File: config.mk
export PLATFORM = sky130hd
export DESIGN_NAME = link_failover
export DESIGN_NICKNAME = d
export VERILOG_FILES = /design/src/rtl/link_failover.sv
export SDC_FILE = /design/constraint.sdc
export NUM_CORES = 1
export LEC_CHECK = 0
export BUFFER_PORTS_ARGS = -buffer_cell sky130_fd_sc_hd__buf_2
export CORE_MARGIN = 2
export CORE_UTILIZATION = 55
export DETAILED_ROUTE_END_ITERATION = 8
export MAX_ROUTING_LAYER = met4
export PLACE_DENSITY = 0.73
export SLEW_MARGIN = 20
export SYNTH_ARGS = -nofsm -noshare
export SYNTH_HDL_FRONTEND = slang
export SYNTH_SLANG_ARGS = --single-unit
File: constraint.sdc
create_clock -name clk -period 4.9 [get_ports clk]
set_input_delay 0.49 -clock clk [delete_from_list [all_inputs] [get_ports clk]]
set_output_delay 0.49 -clock clk [all_outputs]
set_load 0.005 [all_outputs]
File: src/rtl/link_failover.sv
`default_nettype none
// ============================================================================
// Module   : link_failover
// Brief    : Redundant-link selector. Debounces per-link health, selects the
//            lowest-index qualified link, and walks through a fixed holdoff
//            window with pre/post switch pulses whenever the selection drops.
// Revision : 1.0 - initial release
// ============================================================================
module link_failover #(
    parameter int NUM_LINKS = 2,
    parameter int HOLDOFF   = 4_000_000,
    parameter int DEBOUNCE  = 16,
    parameter int PULSE_LEN = 15,
    parameter int REVERTIVE = 0
) (
    input  logic                         clk,
    input  logic                         rst,
    input  logic [NUM_LINKS-1:0]         link_ok,
    output logic [NUM_LINKS-1:0]         link_enable,
    output logic [$clog2(NUM_LINKS)-1:0] active_sel,
    output logic                         active_valid,
    output logic                         pre_switch,
    output logic                         post_switch,
    output logic [15:0]                  switch_count
);

    localparam int          SEL_W       = $clog2(NUM_LINKS);
    localparam logic [8:0]  c_DEB       = 9'(DEBOUNCE);
    localparam logic [23:0] c_HOLD_LAST = 24'(HOLDOFF - 1);
    localparam logic [7:0]  c_PULSE     = 8'(PULSE_LEN);

    typedef enum logic [1:0] {
        c_IDLE    = 2'd0,
        c_ACTIVE  = 2'd1,
        c_HOLDOFF = 2'd2
    } state_t;

    // Qualified (debounced) health, one bit per link.
    logic [NUM_LINKS-1:0] w_qual;

    // ------------------------------------------------------------------
    // Per-link debounce: count consecutive high samples; qualify on the
    // DEBOUNCE-th, drop immediately on any low sample.
    // ------------------------------------------------------------------
    for (genvar gi = 0; gi < NUM_LINKS; gi++) begin : g_link
        logic [7:0] r_cnt_q;
        logic [7:0] w_cnt_d;
        logic       r_qual_q;
        logic       w_qual_d;

        // Next-state of the run-length counter and qualified flag.
        always_comb begin
            w_cnt_d  = r_cnt_q;
            w_qual_d = r_qual_q;
            if (!link_ok[gi]) begin
                w_cnt_d  = 8'd0;
                w_qual_d = 1'b0;
            end else if (!r_qual_q) begin
                if (({1'b0, r_cnt_q} + 9'd1) >= c_DEB) begin
                    w_qual_d = 1'b1;
                end else begin
                    w_cnt_d = r_cnt_q + 8'd1;
                end
            end
        end

        // Debounce state registers.
        always_ff @(posedge clk) begin
            if (rst) begin
                r_cnt_q  <= 8'd0;
                r_qual_q <= 1'b0;
            end else begin
                r_cnt_q  <= w_cnt_d;
                r_qual_q <= w_qual_d;
            end
        end

        assign w_qual[gi] = r_qual_q;
    end

    // Registered state and outputs.
    state_t                r_state_q,   w_state_d;
    logic [SEL_W-1:0]      r_sel_q,     w_sel_d;
    logic [23:0]           r_timer_q,   w_timer_d;
    logic [7:0]            r_pre_cnt_q, w_pre_cnt_d;
    logic [7:0]            r_post_cnt_q, w_post_cnt_d;
    logic [15:0]           r_count_q,   w_count_d;
    logic [NUM_LINKS-1:0]  r_enable_q,  w_enable_d;
    logic                  r_valid_q,   w_valid_d;
    logic                  r_pre_q,     w_pre_d;
    logic                  r_post_q,    w_post_d;

    logic [SEL_W-1:0]      w_first;
    logic                  w_revert;
    logic                  w_pre_trig;
    logic                  w_post_trig;

    // Selection helpers: lowest qualified index and revert condition.
    always_comb begin
        w_first  = '0;
        w_revert = 1'b0;
        for (int i = NUM_LINKS - 1; i >= 0; i--) begin
            if (w_qual[i]) begin
                w_first = SEL_W'(i);
            end
        end
        for (int j = 0; j < NUM_LINKS; j++) begin
            if ((REVERTIVE != 0) && (j < int'(r_sel_q)) && w_qual[j]) begin
                w_revert = 1'b1;
            end
        end
    end

    // FSM next state, pulse counters and registered-output next values.
    always_comb begin
        w_state_d   = r_state_q;
        w_sel_d     = r_sel_q;
        w_timer_d   = r_timer_q;
        w_count_d   = r_count_q;
        w_pre_trig  = 1'b0;
        w_post_trig = 1'b0;

        case (r_state_q)
            c_IDLE: begin
                if (|w_qual) begin
                    w_state_d = c_ACTIVE;
                    w_sel_d   = w_first;
                    w_count_d = (r_count_q == 16'hFFFF) ? r_count_q : r_count_q + 16'd1;
                end
            end
            c_ACTIVE: begin
                // A failure and a revert on the same cycle collapse into one entry.
                if (!w_qual[r_sel_q] || w_revert) begin
                    w_state_d  = c_HOLDOFF;
                    w_sel_d    = '0;
                    w_timer_d  = 24'd0;
                    w_pre_trig = 1'b1;
                end
            end
            c_HOLDOFF: begin
                if (r_timer_q == c_HOLD_LAST) begin
                    w_state_d   = c_IDLE;
                    w_timer_d   = 24'd0;
                    w_post_trig = 1'b1;
                end else begin
                    w_timer_d = r_timer_q + 24'd1;
                end
            end
            default: begin
                w_state_d = c_IDLE;
                w_sel_d   = '0;
                w_timer_d = 24'd0;
            end
        endcase

        // Retrigger reloads the full length.
        if (w_pre_trig) begin
            w_pre_cnt_d = c_PULSE;
        end else if (r_pre_cnt_q != 8'd0) begin
            w_pre_cnt_d = r_pre_cnt_q - 8'd1;
        end else begin
            w_pre_cnt_d = r_pre_cnt_q;
        end

        if (w_post_trig) begin
            w_post_cnt_d = c_PULSE;
        end else if (r_post_cnt_q != 8'd0) begin
            w_post_cnt_d = r_post_cnt_q - 8'd1;
        end else begin
            w_post_cnt_d = r_post_cnt_q;
        end

        w_valid_d = (w_state_d == c_ACTIVE);
        w_pre_d   = (w_pre_cnt_d != 8'd0);
        w_post_d  = (w_post_cnt_d != 8'd0);
        for (int k = 0; k < NUM_LINKS; k++) begin
            w_enable_d[k] = (w_state_d == c_ACTIVE) && (w_sel_d == SEL_W'(k));
        end
    end

    // State, timer, counters and output registers.
    always_ff @(posedge clk) begin
        if (rst) begin
            r_state_q    <= c_IDLE;
            r_sel_q      <= '0;
            r_timer_q    <= 24'd0;
            r_pre_cnt_q  <= 8'd0;
            r_post_cnt_q <= 8'd0;
            r_count_q    <= 16'd0;
            r_enable_q   <= '0;
            r_valid_q    <= 1'b0;
            r_pre_q      <= 1'b0;
            r_post_q     <= 1'b0;
        end else begin
            r_state_q    <= w_state_d;
            r_sel_q      <= w_sel_d;
            r_timer_q    <= w_timer_d;
            r_pre_cnt_q  <= w_pre_cnt_d;
            r_post_cnt_q <= w_post_cnt_d;
            r_count_q    <= w_count_d;
            r_enable_q   <= w_enable_d;
            r_valid_q    <= w_valid_d;
            r_pre_q      <= w_pre_d;
            r_post_q     <= w_post_d;
        end
    end

    assign link_enable  = r_enable_q;
    assign active_sel   = r_sel_q;
    assign active_valid = r_valid_q;
    assign pre_switch   = r_pre_q;
    assign post_switch  = r_post_q;
    assign switch_count = r_count_q;

endmodule
`default_nettype wire
==> reports/results.tsv, run 1 <==
stage	metric	value	unit
run_status	status	finished, final reports clean	
logic_synthesis	Synth top area share	40.8	%
setup_path	CP Launch Type	flip-flop	
logic_synthesis	EDFF count, synth	0	
drt	Vias	3404	
drt	mean routed wirelength per cell	13.4	um
global_route	number of global-route vias before repair	3004	
clocking	clock sink total	82	
cells_and_area	share of cells above drive strength 1	12.1	%
global_route	GRT Overall Usage	22.0	%
clocking	root buf cell	clkbuf_8	
global_route	Congestion Overflow GR	0	
worst_hold_path	Hold Crit Class	reg2reg	
clocking	clock slew at reported path FFs	0.09	ns
timing	Worst Skew	0.0103	ns
logic_synthesis	Syn Inst Count	469	
clocking	Longest Clk Path Bufs	2	
global_route	first-pass GRT wire length	13600	um
timing	relative slew slack	31.5	%
timing	Final Cycle Share	46.8	%
cells_and_area	Layout area overhead	11.0	%
placement	worst slack at placement	2.65	ns
global_route	initial antenna violation count	0	
logic_synthesis	Post-synth ARST share	0	%
drt	number of nets still failing antenna checks after routing	0	
cells_and_area	final core utilization	62.2	%
global_route	largest net degree at the start of global routing	47	
drt	final wirelength	7970	um
timing	Final min period	2.29	ns
clocking	TritonCTS clock tree	done	
placement	hpwl dp	5550	um
floorplanning	core outline area	0.00718	mm2
clocking	total CTS buffers	9	
drt	drt via density	5.71	
setup_path	CP max-delay cell	dfxtp_1	
timing	unrepaired setup endpoints after global routing	false	
timing	Slew @ Worst Pin	1.02	ns
logic_synthesis	syn avg cell area	8.58	um2
drt	DRT Pass-1 Iters	4	
drt	Remaining DRCs	0	
logic_synthesis	Synth warnings	0	
setup_path	Buf/Inv on CP	1	
timing	final setup fails	0	
logic_synthesis	sequential area share after synthesis	40.8	%
logic_synthesis	number of distinct library cells after synthesis	60	
flow_run	max cap viols	0	
clocking	CTS H-tree depth	3	
timing	Setup Total Neg Slack	0	ns
timing	fin. max-slew vios	0	
floorplanning	Initial Util	56.1	%
setup_path	Top Family by Delay on Critical Path	simple AND/OR/NAND/NOR gates	
logic_synthesis	post-synthesis cell area	0.00402	mm2
timing	Final Hold Vio Count	0	
cells_and_area	Antenna Cells	0	
setup_path	Max FO, Critical Path	33	
setup_path	Arr. time, crit path	2.54	ns
logic_synthesis	Synth area leader	dfxtp_1	
clocking	Clk Latency, worst-skew pair	0.35	ns
cells_and_area	Filler cells	607	
logic_synthesis	largest cells by area after synthesis	dfxtp_1 (41%), nor2_1 (5.3%), xnor2_1 (4.4%)	
power_and_ir_drop	VDD IR-drop max	0.219	mV
clocking	hold_buf cts	0	
timing	fmax	0.436	GHz
logic_synthesis	Post-Syn Nets	481	
clocking	Post-CTS Setup Bufs	0	
setup_path	Worst setup EP type	flip-flop	
setup_path	CP required	5.14	ns
logic_synthesis	Top FF cell, synth	dfxtp_1	
floorplanning	Site Rows	31	
clocking	post-CTS sizing	0	
timing	Final WS setup	2.61	ns
power_and_ir_drop	Pwr Density	421	mW/mm2
power_and_ir_drop	leak pwr	1.68	nW
logic_synthesis	Synth Register Bits	82	
drt	DRT iter0 DRCs	188	
floorplanning	die height	89.5	um
floorplanning	full die area	0.00801	mm2
setup_path	Setup CP Type	reg2reg	
setup_path	worst stage delay on the critical path	0.44	ns
floorplanning	Die Width	89.5	um
placement	PortBufs	25	
setup_path	worst-path cell chain	ha_1, nand4_4, nor4b_4, a211oi_2, buf_4, and3_1, a221o_1	
cells_and_area	Net count, final	504	
floorplanning	IO Count	26	
placement	GP Congestion	0.822	
stage by stage:
stage               hold WS (ns)  instance area [um2]  cells  total power, mW
floorplan                  0.430                 4020    469             1.24
global placement           0.445                 4220    580             1.31
detailed placement         0.448                 4220    580             1.32
CTS                        0.475                 4460    596             1.89
global route               0.486                 4470    596             2.00
finish                     0.474                 4470    596             1.88
cells in the mapped netlist (3+ instances only):
master	count
a21boi_0	3
a21oi_1	30
a221o_1	3
a31oi_1	17
a41oi_1	3
and2_1	11
and3_1	13
buf_2	4
clkbuf_1	10
dfxtp_1	82
ha_1	8
inv_1	11
mux2i_1	6
nand2_1	38
nand2b_1	6
nand3_1	17
nand3b_1	3
nand4_1	8
nor2_1	57
nor2b_1	5
nor3_1	22
nor3b_1	6
nor4_1	10
nor4b_1	3
o21ai_0	16
or2_2	3
or3_1	5
xnor2_1	20
xor2_1	10
placed cells by master, fill, tap and decap left out, types with 3 or more instances in the layout:
master and instances:
dfxtp_1 82, nor2_1 57, nand2_1 38, a21oi_1 30, buf_2 25, nor3_1 22, xnor2_1 20, nand3_1 17
a31oi_1 17, o21ai_0 16, and3_1 13, inv_1 11, and2_1 11, xor2_1 10, clkbuf_8 10, nor4_1 9
nand4_1 8, ha_1 8, nor3b_1 6, nand2b_1 6, mux2i_1 6, nor2b_1 5, or3_1 5, nor4b_1 3
or2_2 3, a221o_1 3, a41oi_1 3, nand3b_1 3, a21boi_0 3, inv_6 3
power breakdown:
group / internal (mW) / total (mW) / switching (mW)
logic: 0.236 / 0.512 / 0.276
registers: 0.730 / 0.801 / 0.0712
clock network: 0.307 / 0.565 / 0.258
total: 1.27 / 1.88 / 0.605
layer usage:
layer | wire [um] | vias up | track usage, %
met4 | 104 | 0 | 8.28
met5 | 0 | - | -
met3 | 210 | 6 | 4.25
met1 | 3870 | 1599 | 27.5
li1 | - | 1750 | -
met2 | 3780 | 49 | 35.4
sequential cells by signal, summed over array words and instances (netlist names):
register / cells
g_link.r_qual_q: 2
g_link.r_cnt_q: 16
active_valid: 1
r_pre_cnt_q: 8
switch_count: 16
r_timer_q: 24
post_switch: 1
r_post_cnt_q: 8
active_sel: 1
pre_switch: 1
link_enable: 2
r_state_q: 2
path summary, 6_finish.rpt:
check / from / end / slack, ns / cells past startpoint
worst min-delay path: g_link[0].r_cnt_q[7]$_SDFFE_PP0P_ / g_link[0].r_cnt_q[7]$_SDFFE_PP0P_ / 0.47 / 1
worst max register to register: r_timer_q[0]$_SDFFE_PP0P_ / r_timer_q[17]$_SDFFE_PP0P_ / 2.61 / 7
worst min register to register: g_link[0].r_cnt_q[7]$_SDFFE_PP0P_ / g_link[0].r_cnt_q[7]$_SDFFE_PP0P_ / 0.47 / 1
worst max-delay path: r_timer_q[0]$_SDFFE_PP0P_ / r_timer_q[17]$_SDFFE_PP0P_ / 2.61 / 7
kinds of logic after synthesis:
kind of cell / after synthesis / share of synthesized area (%)
simple gates: 223 / 30.9
mux: 8 / 2.05
flops: 82 / 40.8
fa+ha+maj: 8 / 2.49
xor+xnor: 30 / 6.53
compound gates: 92 / 14.5
buf+inv: 26 / 2.74
final cells by class:
type / count / area [um2] / share of cell area [%]
Multi-Input combinational cell: 361 / 2290 / 51.2
Clock buffer: 10 / 138 / 3.08
Tap cell: 99 / 124 / 2.77
Sequential cell: 82 / 1640 / 36.8
Inverter: 11 / 41.3 / 0.925
Clock inverter: 6 / 95.1 / 2.13
Timing Repair Buffer: 27 / 140 / 3.14
(Power assumes the default switching activity.)
==> run 2: changes to the inputs <==
- clock period: 4.9 -> 2.2 ns (I/O delays scaled with it)
==> run 2 against run 1 <==
Against the previous run:
- worst hold slack worse by 0.26 ns
- clock skew up 0.0023 ns
- critical path depth unchanged
- clock-buffer cell count decreased by 1
- critical path type unchanged
- critical endpoint is now r_timer_q[14]$_SDFFE_PP0P_
- largest cell class unchanged
- largest power group unchanged
==> reports/results.tsv, run 2 (synthesized netlist as in run 1, its figures left out) <==
stage	metric	value	unit	change
run_status	status	finished, final reports clean		
cells_and_area	most frequent cells in the layout	dfxtp_1 (82), nor2_1 (57), nand2_1 (38), buf_4 (37), a21oi_1 (30)		
placement	hpwl dp	6070	um	+9.5%
drt	Met3 Wirelength	307	um	+46%
setup_path	CP max-delay cell	a211oi_4		
power_and_ir_drop	Pwr Density	848	mW/mm2	+100%
cells_and_area	max reg flops	24		unchanged
timing	Slew @ Worst Pin	0.735	ns	-0.284 ns
floorplanning	Site Rows	31		unchanged
setup_path	worst stage delay on the critical path	0.67	ns	+0.23 ns
floorplanning	core outline area	0.00718	mm2	unchanged
timing	unrepaired setup endpoints after global routing	false		
setup_path	Buf/Inv on CP	1		unchanged
timing	fin. max-slew vios	0		unchanged
drt	Vias	3564		+4.7%
clocking	Longest Clk Path Bufs	2		unchanged
cells_and_area	Reg area	0.00164	mm2	unchanged
cells_and_area	commonest non-fill, non-tap cell in the layout	dfxtp_1		
setup_path	Most Frequent Cell on Critical Path	a31oi_1		
setup_path	Top Family by Delay on Critical Path	compound AO/OA/AOI/OAI gates		
floorplanning	full die area	0.00801	mm2	unchanged
clocking	TritonCTS clock tree	done		
drt	DRT iter0 DRCs	179		-4.8%
floorplanning	Initial Util	56.1	%	unchanged
global_route	initial antenna violation count	0		unchanged
drt	drt via density	5.65		-1.1%
clocking	Post-CTS Setup Bufs	0		unchanged
setup_path	Setup CP Type	reg2reg		
setup_path	Reg2Reg Launch Point	r_timer_q[0]$_SDFFE_PP0P_		
worst_hold_path	HP Start	link_ok[1]		
setup_path	r2r setup slk	0.21	ns	-2.40 ns
drt	final wirelength	8410	um	+5.5%
setup_path	CP Depth	7		unchanged
worst_hold_path	Hold Crit Class	in2reg		
global_route	largest net degree at the start of global routing	45		-4.3%
placement	GP Congestion	0.874		+6.4%
cells_and_area	Net count, final	539		+6.9%
drt	DR top layer	met4		
floorplanning	die height	89.5	um	unchanged
cells_and_area	Layout area overhead	16.6	%	
cells_and_area	Antenna Cells	0		unchanged
setup_path	worst-path cell chain	ha_1, nand4_4, nor4b_4, a211oi_4, buf_4, a31oi_1, a31oi_1		
cells_and_area	final core utilization	65.4	%	+3.1 points
timing	fmax	0.503	GHz	+15%
power_and_ir_drop	leak pwr	1.82	nW	+8.2%
clocking	root buf cell	clkbuf_8		
setup_path	end of the critical path	r_timer_q[14]$_SDFFE_PP0P_		
global_route	number of global-route vias before repair	3263		+8.6%
floorplanning	IO Count	26		unchanged
drt	Remaining DRCs	0		unchanged
timing	relative slew slack	50.8	%	+19 points
cells_and_area	Filler cells	614		+1.2%
timing	final setup fails	0		unchanged
drt	DRT met1 WL	3990	um	+2.9%
floorplanning	Die Width	89.5	um	unchanged
setup_path	CP startpoint	r_timer_q[0]$_SDFFE_PP0P_		
timing	Worst Skew	0.0126	ns	+0.00226 ns
setup_path	CP Launch Type	flip-flop		
timing	Final Hold Vio Count	0		unchanged
clocking	clock slew at reported path FFs	0.09	ns	about the same
drt	mean routed wirelength per cell	13.3	um	-0.31%
drt	number of nets still failing antenna checks after routing	0		unchanged
setup_path	Arr. time, crit path	2.27	ns	-0.27 ns
timing	Final Cycle Share	90.4	%	+44 points
setup_path	Worst setup EP type	flip-flop		
drt	met2 wire len	4010	um	+6.0%
setup_path	Max FO, Critical Path	19		-42%
flow_run	max cap viols	0		unchanged
setup_path	Critical R2R Capture	r_timer_q[14]$_SDFFE_PP0P_		
placement	worst slack at placement	-0.0415	ns	-2.69 ns
clocking	clock sink total	82		unchanged
cells_and_area	share of cells above drive strength 1	18.2	%	+6.2 points
placement	PortBufs	25		unchanged
setup_path	R2R cell count	7		unchanged
cells_and_area	Largest Register	r_timer_q		
drt	DRT Pass-1 Iters	4		unchanged
timing	Final min period	1.99	ns	-0.304 ns
global_route	first-pass GRT wire length	14200	um	+4.7%
timing	Final WS setup	0.212	ns	-2.40 ns
clocking	hold_buf cts	0		unchanged
clocking	post-CTS sizing	1		+1
global_route	Congestion Overflow GR	0		unchanged
setup_path	CP required	2.48	ns	-2.66 ns
cells_and_area	area of the multi-input gates	0.00230	mm2	+0.44%
clocking	Clk Latency, worst-skew pair	0.35	ns	about the same
global_route	GRT Overall Usage	23.1	%	+1.0 points
clocking	total CTS buffers	9		unchanged
clocking	CTS H-tree depth	3		unchanged
power_and_ir_drop	VDD IR-drop max	0.364	mV	+66%
## run 2: cell types whose count changed in the layout (fill, tap and decap cells not counted), moves of 2 or more
cell,before,now
bufinv_16,2,0
nor4_2,1,3
buf_4,2,37
clkinvlp_4,0,2
## run 2: where the power goes
group | internal, mW | leakage, nW | total, mW | switching [mW]
clock | 0.429 | 0.0884 | 1.01 | 0.585
combinational | 0.565 | 1.07 | 1.18 | 0.616
sequential | 1.62 | 0.665 | 1.78 | 0.160
total | 2.62 | 1.82 | 3.98 | 1.36
## run 2: area by class of cell
type	count	area share (%)
inverter	11	0.880
tap	99	2.64
multi-input combinational	361	48.9
clock inverter	7	1.31
sequential	82	35.0
timing repair buffer	62	8.59
clock buffer	9	2.64
## run 2: worst min-delay path by stage
stage / end / slack, ns / cells after the start
floorplan: g_link[0].r_cnt_q[7]$_SDFFE_PP0P_ / 0.43 / 1
global placement: g_link[0].r_cnt_q[7]$_SDFFE_PP0P_ / 0.44 / 1
detailed placement: g_link[0].r_cnt_q[7]$_SDFFE_PP0P_ / 0.45 / 1
CTS: g_link[1].r_cnt_q[3]$_SDFFE_PP0P_ / 0.21 / 3
global route: g_link[1].r_cnt_q[2]$_SDFFE_PP0P_ / 0.24 / 3
finish: g_link[1].r_cnt_q[2]$_SDFFE_PP0P_ / 0.21 / 3
## run 2: through the flow
step / instance area [um2] / setup TNS, ns / hold slack (ns) / std cells / total power, mW
4_1_cts: 4680 / 0 / 0.211 / 631 / 4.01
2_1_floorplan: 4020 / 0 / 0.430 / 469 / 2.75
6_report: 4690 / 0 / 0.215 / 631 / 3.98
5_1_grt: 4690 / 0 / 0.241 / 631 / 4.28
3_3_place_gp: 4490 / 0 / 0.442 / 615 / 2.97
3_5_place_dp: 4490 / -0.135 / 0.448 / 615 / 2.99
## run 2: layer usage
metal	track usage, %	vias to the layer above
met3	5.08	10
met2	37.8	56
li1	-	1818
met5	-	-
met1	29.0	1680
met4	5.56	0
## run 2: worst min-delay path, delay by kind of cell
kind	cells	cell delay [ns]
and+or+nand+nor	2	0.24
buffers and inverters	1	0.09
==> run 3: changes to the inputs <==
- ABC_AREA: not set -> 1
- clock period: 2.2 -> 2.4 ns (I/O delays scaled with it)
==> run 3 against run 2 <==
Against the previous run:
- wire length is 5.2% higher
- sequential power down 11%
- worst hold slack improved by 0.030 ns
- synthesized cell count grew 39%
- power is 7.7% lower
- non-clock buffer count is 33 lower
- die area is 6.4% higher
- fmax grew 1.3%
- largest power group unchanged
==> reports/results.tsv, run 3 <==
stage	metric	value	unit	change
global_route	GRT Overall Usage	22.8	%	-0.25 points
setup_path	Max FO, Critical Path	14		-5
power_and_ir_drop	leak pwr	2.03	nW	+12%
drt	mean routed wirelength per cell	11.2	um	-16%
cells_and_area	Reg area	0.00164	mm2	unchanged
timing	Final min period	1.96	ns	-0.0260 ns
setup_path	R2R cell count	9		+2
cells_and_area	most frequent cells in the layout	nand2_1 (174), nor2_1 (100), inv_1 (86), dfxtp_1 (82), nand3_1 (51)		
global_route	number of global-route vias before repair	3573		+9.5%
cells_and_area	Layout area overhead	9.68	%	
drt	drt via density	5.06		-10%
cells_and_area	Net count, final	692		+28%
clocking	hold_buf cts	0		unchanged
cells_and_area	Largest Register	r_timer_q		
logic_synthesis	main combinational cell family by area after synthesis	simple AND/OR/NAND/NOR gates		
drt	Vias	3986		+12%
drt	Remaining DRCs	0		unchanged
clocking	total CTS buffers	9		unchanged
timing	fin. max-slew vios	0		unchanged
timing	Final Cycle Share	81.8	%	-8.6 points
drt	final wirelength	8850	um	+5.2%
clocking	clock slew at reported path FFs	0.09	ns	about the same
logic_synthesis	Synth area leader	dfxtp_1		
placement	hpwl dp	6480	um	+6.8%
logic_synthesis	Post-synth ARST share	0	%	unchanged
logic_synthesis	Synth Area in Compound Gates	8.51	%	-6.0 points
cells_and_area	share of cells above drive strength 1	8.18	%	-10 points
logic_synthesis	Synth Register Bits	82		unchanged
global_route	initial antenna violation count	0		unchanged
setup_path	Arr. time, crit path	2.19	ns	-0.08 ns
clocking	root buf cell	clkbuf_8		
floorplanning	IO Count	26		unchanged
logic_synthesis	Top FF cell, synth	dfxtp_1		
timing	Setup Total Neg Slack	0	ns	unchanged
drt	number of nets still failing antenna checks after routing	0		unchanged
logic_synthesis	EDFF count, synth	0		unchanged
setup_path	CP Launch Type	flip-flop		
timing	unrepaired setup endpoints after global routing	false		
logic_synthesis	Synth warnings	0		unchanged
power_and_ir_drop	Pwr Density	781	mW/mm2	-8.0%
timing	relative slew slack	60.8	%	+9.9 points
worst_hold_path	Hold Crit Class	in2reg		
logic_synthesis	Synth Area in XOR/XNOR	5.31	%	-1.2 points
flow_run	max cap viols	0		unchanged
clocking	post-CTS sizing	0		-1
logic_synthesis	Syn Inst Count	653		+39%
floorplanning	Site Rows	32		+3.2%
placement	worst slack at placement	0.475	ns	+0.516 ns
logic_synthesis	most common cell in the netlist	nand2_1		
cells_and_area	final core utilization	61.6	%	-3.8 points
cells_and_area	area of the multi-input gates	0.00226	mm2	-1.5%
global_route	largest net degree at the start of global routing	50		+11%
cells_and_area	final design instance area without fill	0.00471	mm2	+0.35%
logic_synthesis	post-synthesis cell area	0.00429	mm2	+6.7%
logic_synthesis	mux share of post-synthesis cell area	0	%	-2.1 points
logic_synthesis	largest cells by area after synthesis	dfxtp_1 (38%), nand2_1 (15%), nor2_1 (8.7%)		
placement	GP Congestion	0.916		+4.8%
placement	PortBufs	25		unchanged
clocking	TritonCTS clock tree	done		
clocking	Longest Clk Path Bufs	2		unchanged
cells_and_area	Antenna Cells	0		unchanged
global_route	first-pass GRT wire length	15500	um	+8.7%
logic_synthesis	synth cell count leaders	nand2_1 (174), nor2_1 (100), inv_1 (86)		
floorplanning	core outline area	0.00765	mm2	+6.6%
logic_synthesis	simple-gate portion of the synthesized area	36.5	%	+5.7 points
clocking	Clk Latency, worst-skew pair	0.36	ns	about the same
setup_path	CP required	2.63	ns	+0.15 ns
cells_and_area	commonest non-fill, non-tap cell in the layout	nand2_1		
global_route	Congestion Overflow GR	0		unchanged
power_and_ir_drop	VDD IR-drop max	0.338	mV	-7.2%
timing	Final WS setup	0.438	ns	+0.226 ns
drt	DRT iter0 DRCs	145		-19%
placement	post-placement cell area	0.00451	mm2	+0.56%
timing	Worst Skew	0.0125	ns	-0.0000516 ns
logic_synthesis	Post-Syn Nets	665		+38%
timing	Slew @ Worst Pin	0.583	ns	-0.152 ns
floorplanning	full die area	0.00853	mm2	+6.4%
timing	Final Hold Vio Count	0		unchanged
setup_path	Worst setup EP type	flip-flop		
cells_and_area	Filler cells	715		+16%
logic_synthesis	Post-Synth Adder-Cell Area	2.33	%	-0.16 points
logic_synthesis	sequential area share after synthesis	38.3	%	-2.6 points
logic_synthesis	Synth top area share	38.3	%	-2.6 points
clocking	Post-CTS Setup Bufs	0		unchanged
timing	Hold WS	0.244	ns	+0.0296 ns
logic_synthesis	number of distinct library cells after synthesis	32		-47%
timing	final setup fails	0		unchanged
timing	fmax	0.510	GHz	+1.3%
logic_synthesis	syn avg cell area	6.57	um2	-23%
cells_and_area	max reg flops	24		unchanged
floorplanning	Initial Util	56.1	%	+0.060 points
run_status	status	finished, final reports clean		
floorplanning	Die Width	92.3	um	+3.1%
drt	DRT Pass-1 Iters	4		unchanged
setup_path	Setup CP Type	reg2reg		
worst_hold_path	Worst Hold Depth	3		unchanged
clocking	clock sink total	82		unchanged
floorplanning	die height	92.3	um	+3.1%
clocking	CTS H-tree depth	3		unchanged
-- run 3: logic make-up after synthesis --
| logic type | Yosys count |
|---|---|
| simple gates | 366 |
| buf+inv | 100 |
| flops | 82 |
| compound gates | 71 |
| xor+xnor | 26 |
| fa+ha+maj | 8 |
-- run 3: metrics by stage --
stage               power [mW]  instances
finish                    3.67        787
global route              3.96        787
CTS                       3.69        787
detailed placement        2.69        771
global placement          2.67        771
floorplan                 2.48        653
-- run 3: worst paths after layout --
path | endpoint | slack, ns | startpoint
max | switch_count[14]$_SDFFE_PP0P_ | 0.44 | switch_count[0]$_SDFFE_PP0P_
min | g_link[0].r_cnt_q[5]$_SDFFE_PP0P_ | 0.24 | link_ok[0]
max reg2reg | switch_count[14]$_SDFFE_PP0P_ | 0.44 | switch_count[0]$_SDFFE_PP0P_
min reg2reg | g_link[0].r_cnt_q[7]$_SDFFE_PP0P_ | 0.43 | g_link[0].r_cnt_q[7]$_SDFFE_PP0P_
-- run 3: area by class of cell --
class	count	area share, %
multi-input combinational	471	48.0
sequential	82	34.9
inverter	87	6.94
timing repair buffer	29	3.30
clock buffer	11	3.00
tap	102	2.71
clock inverter	5	1.14
-- run 3: where the power goes --
group / total, mW / switching, mW / internal [mW] / leakage (nW)
logic: 1.10 / 0.693 / 0.403 / 1.26
clock network: 1.00 / 0.494 / 0.506 / 0.103
registers: 1.58 / 0.0975 / 1.48 / 0.665
-- run 3: critical path: stages (launching register included) --
cell and delay [ns]:
dfxtp_1 0.39, ha_1 0.22, nand2_2 0.09, nor2_4 0.18
nor3b_4 0.26, nand2_2 0.21, nand2_4 0.19, inv_1 0.14
nand2_1 0.09, a21oi_1 0.06
-- run 3: layer usage --
metal  track usage (%)  up-vias  part of all wire [%]  wire (um)
li1                  -     2113                     -          -
met4              9.33        0                   2.2        196
met5                 -        -                     0          0
met1              28.9     1797                    50       4410
met3              3.91       18                   2.6        233
met2              36.4       58                    45       4010
